<file path="config.mk">
export PLATFORM = sky130hd
export DESIGN_NAME = eight_bit_divider_module
export DESIGN_NICKNAME = d
export VERILOG_FILES = /design/src/rtl/div_pkg.sv /design/src/rtl/div_restoring_step.sv /design/src/rtl/eight_bit_divider_module.sv
export SDC_FILE = /design/constraint.sdc
export NUM_CORES = 1
export LEC_CHECK = 0
export CAP_MARGIN = 5
export CORE_MARGIN = 5
export CORE_UTILIZATION = 30
export DETAILED_ROUTE_END_ITERATION = 8
export GPL_TIMING_DRIVEN = 0
export SLEW_MARGIN = 10
export SYNTH_ARGS = -nofsm -noshare
export SYNTH_HDL_FRONTEND = slang
export SYNTH_HIERARCHICAL = 1
export SYNTH_SLANG_ARGS = --single-unit
</file>
<file path="constraint.sdc">
create_clock -name clk -period 4.58 [get_ports clk]
set_clock_uncertainty 0.15 [all_clocks]
set_input_delay 0.916 -clock clk [delete_from_list [all_inputs] [get_ports clk]]
set_output_delay 0.916 -clock clk [all_outputs]
set_load 0.05 [all_outputs]
</file>
<file path="src/rtl/div_pkg.sv">
// Shared constants and state encoding for the sequential restoring divider.
package div_pkg;

   localparam int unsigned WIDTH = 8;
   localparam int unsigned STEPS = WIDTH;
   localparam logic [WIDTH-1:0] Q_SAT = '1;

   typedef enum logic [1:0] {
      IDLE = 2'd0,
      RUN  = 2'd1,
      DONE = 2'd2
   } state_t;

endpackage

</file>
<file path="src/rtl/div_restoring_step.sv">
// One restoring-division iteration: shift the next dividend bit into the partial
// remainder, subtract the divisor when it fits, and shift the quotient bit into Q.
module div_restoring_step #(
   parameter int unsigned WIDTH = 8
) (
   input  logic [WIDTH-1:0] i_r,
   input  logic [WIDTH-1:0] i_q,
   input  logic [WIDTH-1:0] i_divisor,
   output logic [WIDTH-1:0] o_r,
   output logic [WIDTH-1:0] o_q
);
   import div_pkg::*;

   logic [WIDTH:0] w_t;

   always_comb begin
      w_t = {i_r, i_q[WIDTH-1]};
      o_r = w_t[WIDTH-1:0];
      o_q = {i_q[WIDTH-2:0], 1'b0};
      // i_r < i_divisor on entry, so the difference always fits back in WIDTH bits
      if (w_t >= {1'b0, i_divisor}) begin
         o_r = WIDTH'(w_t - {1'b0, i_divisor});
         o_q = {i_q[WIDTH-2:0], 1'b1};
      end
   end

endmodule

</file>
<file path="src/rtl/eight_bit_divider_module.sv">
// Sequential 2W/W restoring divider with start/ready/done handshake; saturates the
// quotient and flags the result when the divisor is zero or the quotient overflows.
module eight_bit_divider_module #(
   parameter int unsigned WIDTH = div_pkg::WIDTH
) (
   input  logic                 clk,
   input  logic                 reset,
   input  logic                 start,
   input  logic [2*WIDTH-1:0]   dividend,
   input  logic [WIDTH-1:0]     divisor,
   output logic                 ready,
   output logic                 done,
   output logic [WIDTH-1:0]     quotient,
   output logic [WIDTH-1:0]     remainder,
   output logic                 div_by_zero,
   output logic                 overflow
);
   import div_pkg::*;

   localparam int unsigned CNT_W = $clog2(WIDTH);
   localparam logic [CNT_W-1:0] LAST_STEP = CNT_W'(WIDTH - 1);

   state_t             r_state;
   state_t             w_next_state;
   logic [WIDTH-1:0]   r_rem;
   logic [WIDTH-1:0]   r_q;
   logic [WIDTH-1:0]   r_div;
   logic [CNT_W-1:0]   r_count;
   logic [WIDTH-1:0]   w_step_r;
   logic [WIDTH-1:0]   w_step_q;
   logic               w_zero;
   logic               w_ovf;

   assign w_zero = (divisor == '0);
   assign w_ovf  = (dividend[2*WIDTH-1:WIDTH] >= divisor);

   div_restoring_step #(.WIDTH(WIDTH)) u_step (
      .i_r       (r_rem),
      .i_q       (r_q),
      .i_divisor (r_div),
      .o_r       (w_step_r),
      .o_q       (w_step_q)
   );

   always_ff @(posedge clk) begin
      if (reset) r_state <= IDLE;
      else       r_state <= w_next_state;
   end

   always_comb begin
      w_next_state = r_state;
      ready        = 1'b0;
      done         = 1'b0;
      case (r_state)
         IDLE: begin
            ready = 1'b1;
            if (start) w_next_state = (w_zero || w_ovf) ? DONE : RUN;
         end
         RUN:  if (r_count == LAST_STEP) w_next_state = DONE;
         DONE: begin
            done         = 1'b1;
            w_next_state = IDLE;
         end
         default: w_next_state = IDLE;
      endcase
   end

   always_ff @(posedge clk) begin
      if (reset) begin
         r_rem       <= '0;
         r_q         <= '0;
         r_div       <= '0;
         r_count     <= '0;
         quotient    <= '0;
         remainder   <= '0;
         div_by_zero <= 1'b0;
         overflow    <= 1'b0;
      end else begin
         case (r_state)
            IDLE: if (start) begin
               if (w_zero || w_ovf) begin
                  div_by_zero <= w_zero;
                  overflow    <= !w_zero;
                  quotient    <= '1;
                  remainder   <= dividend[WIDTH-1:0];
               end else begin
                  r_rem       <= dividend[2*WIDTH-1:WIDTH];
                  r_q         <= dividend[WIDTH-1:0];
                  r_div       <= divisor;
                  r_count     <= '0;
                  div_by_zero <= 1'b0;
                  overflow    <= 1'b0;
               end
            end
            RUN: begin
               r_rem   <= w_step_r;
               r_q     <= w_step_q;
               r_count <= r_count + 1'b1;
               if (r_count == LAST_STEP) begin
                  quotient  <= w_step_q;
                  remainder <= w_step_r;
               end
            end
            default: ;
         endcase
      end
   end

endmodule

</file>
==> results.txt <==
The overall overflow remaining after global route is 0, and the clock latency of the later-clocked register in the worst-skew pair is 290 ps. The number of instances on the worst hold path is 1. The mean area per synthesized cell is 8.99 um^2.

The run gives 1.40 nW as the leakage dissipation. The cell type with the largest total area after synthesis was dfxtp_1. The fraction of synthesized cell area taken by the top area cell type was 32.8%. The logs give 0 for the total setup buffers inserted after CTS and 936 ps for the worst setup slack after placement. The maximum clock rate came out at 300 MHz. After detailed placement, the total cell area comes to 3480 um^2. Portion of the clock cycle consumed by the worst path in the final layout: 72.8%. The final number of max-transition violations was 0.

Per report_power, the clock group accounts for 17.8% of the total. In the post-synthesis netlist, the biggest area contributors are dfxtp_1 33%, ha_1 7.9%, mux2i_1 7.0%, nor2_1 4.5%, a211oi_1 3.7%. The pre-antenna-repair detailed-routing pass consisted of 4 iterations. No sink is reached through more buffers than the 2 on the longest clock path. The total of flip-flops plus latches after synthesis is 47. Setup repair after global routing left no endpoint under its margin.

For the worst ir drop on vdd, the log shows 0.162 mV. In this run the power spent charging and discharging nets is 0.494 mW. Data arrives at the worst endpoint at 3380 ps. The number of antenna violations at the first check in global routing came out at 0. The launching element type of the critical path is an input port. After routing the design area is 3550 um^2.

The core region is 9280 um^2. For the pin with the worst max-slew slack, the measured transition is 746 ps. For this design, the sink count on the clock tree is 47. The run finished with clean final reports. The floorplan step set the die height to 108 um.

The synthesized netlist contains 54 unique library cells. Global routing used 13.5% of the available tracks across all layers. The die covers 11600 um^2.

The final layout contains 417 nets. Once routing completed, OpenROAD measured the worst setup slack at 1240 ps. For the number of maximum-capacitance constraint violations, the log shows 0. In this run the clock root is driven by a clkbuf_8. From synthesis to final layout, the design area changed by 23.9%. The power density over the cells is 365 nW/um^2. The logs give 0 for the number of nets with antenna violations after routing and 12800 um for the global-route wire length before repair. 0 antenna diodes ended up in the layout. The logs give 134 for the first-iteration detailed-routing DRC count and 32.8% for the sequential area share after synthesis.

The worst hold path class was flip-flop to flip-flop. After clock tree synthesis, the clock-pin slew on the worst setup and hold paths is 80 ps. The cell-internal power came out at 0.801 mW.

The tools report the number of global-route vias before repair as 2534. For the worst flop-to-flop path, the logic depth is 10. TritonCTS built the clock tree.

Total routed wirelength: 7600 um. The tools report the timing startpoint of the critical path as divisor[1]. Counting the buffers created by CTS gives 5. Net switching is 38.1% of the power. The proportion of layout cells with a drive suffix above 1 came out at 9.73%. The shortest clock period the worst path allows after layout was 3340 ps; the depth of the CTS H-tree was 2. The run gives 6 as the number of warnings reported in the yosys synthesis log. In this run the critical register-to-register path is launched from r_q[7]. Dividing the detail-routed wire length by the instance count gives 15.2 um. The setup path with the least slack is of type input port to flip-flop. The relative max-transition margin came out at 50.0%.

Entering global routing, the biggest net connects 13 pins. For the starting density of the core, the log shows 30.9%. In this run the count of I/O pins placed on the die edge is 47. Using the TritonRoute via totals, the vias-per-cell ratio works out to 5.08. After clock tree synthesis, the repair step resized 0 gates. The worst setup path is captured at a flip-flop.

The cell count after synthesis is 319, and the total number of placement rows is 35. The congestion estimate from routability-driven global placement came to 0.863. The total of buffers placed on input and output ports came out at 45. Synthesis produced a netlist with a net count of 365.

The worst endpoint required time is 4620 ps. For this design, the CTS-stage hold fixing added 0 buffers. The tools report the proportion of power drawn by combinational gates as 45.3%. The run gives 6100 um as the post-detailed-placement half-perimeter wirelength. The largest fanout on the critical path is 10. After detailed routing, the number of remaining DRC violations is 0. From left edge to right edge, the die measures 108 um.

The overall via count from detail_route came out at 2534. The mapped netlist covers 2870 um^2. The logs give 0 for the number of hold violations in the final report and 36.9% for the sequential cell fraction of total power. The tools report the final count of negative-setup-slack endpoints as 0. The startpoint identified for the worst hold timing path is quotient[5]. The setup total negative slack is 0 ps.
## registers in the layout (all words and copies together), names as in the netlist
signal,cells
overflow,1
r_div,8
r_q,8
div_by_zero,1
r_state,2
quotient,8
remainder,8
r_count,3
r_rem,8
## per-stage QoR
stage | power [mW] | hold WS (ps) | instances | util (%)
global route | 1.39 | 346 | 499 | 38.2
finish | 1.29 | 318 | 499 | 38.2
detailed placement | 1.07 | 304 | 493 | 37.5
CTS | 1.31 | 323 | 499 | 38.2
global placement | 1.06 | 298 | 493 | 37.5
floorplan | 0.912 | 304 | 319 | -
## power groups by stage
stage	Sequential [mW]	Clock, mW	Combinational (mW)
after floorplan	0.531	0	0.381
after global placement	0.486	0	0.575
after detailed placement	0.487	0	0.584
after CTS	0.478	0.241	0.587
after global routing	0.483	0.258	0.645
final	0.477	0.231	0.586
## worst paths after layout
kind	endpoint	slack (ps)
min reg2reg	quotient[5]	320
max reg2reg	remainder[6]	1950
max	quotient[7]	1240
min	quotient[5]	320
## cells in the final DEF (no fill, tap or decap), types with 8 or more instances in the layout
cell             Yosys  final
o21ai_0             11     11
a31oi_1             13     13
a211oi_1            14     14
nand2_1             18     18
inv_1               21     21
clkdlybuf4s50_1      0     45
ha_1                18     18
dfxtp_1             47     47
o21a_1              10     10
nand4_1              8      8
nor2_1              34     34
mux2i_1             20     20
buf_4                8      8
clkbuf_1            11     12
## cell usage after synthesis, drive strengths merged
cell type / instances
or3: 1
nand3b: 1
o211a: 1
fa: 1
o21a: 10
mux2: 5
o31ai: 2
a31oi: 14
o21bai: 3
buf: 15
nand2b: 3
xnor2: 3
o2111ai: 1
mux2i: 20
o311ai: 1
a21o: 4
and3: 1
a22o: 2
a32oi: 5
clkbuf: 11
inv: 21
a22oi: 4
nand4: 8
a221oi: 1
and2: 2
o21ai: 11
nor4: 2
nor2b: 7
nor3: 1
o2bb2ai: 5
nand3: 7
nor3b: 2
or3b: 1
a211oi: 17
a21oi: 7
dfxtp: 47
nor2: 35
o31a: 1
nand2: 18
ha: 18
## final cells by class
type	count	area [um^2]
fill	976	5730
multi-input combinational	225	1690
sequential	47	941
timing repair buffer	45	450
tap	129	161
buffer	26	156
inverter	21	78.8
clock buffer	6	72.6
## critical path: stages
cell,delay [ps]
clkdlybuf4s50_1,500
inv_1,50
ha_1,290
nor2b_4,130
o211a_1,230
o311ai_4,390
a31oi_4,220
a21o_1,210
buf_6,130
buf_8,140
o21a_1,160
## logic make-up after synthesis
kind of cell | Yosys count | share of synthesized area, %
AOI/OAI and AO/OA | 89 | 25.1
DFF | 47 | 32.8
adders and majority gates | 19 | 8.56
xor gates and xnor gates | 3 | 0.917
buffers and inverters | 47 | 8.21
muxes | 25 | 8.95
and+or+nand+nor | 89 | 15.4
## per-layer routing
layer  track usage (%)  wire length, um
met3              3.60              491
met1              19.3             3750
met5                 0                0
met2              20.4             3280
met4              2.61               81
(Power assumes the default switching activity.)
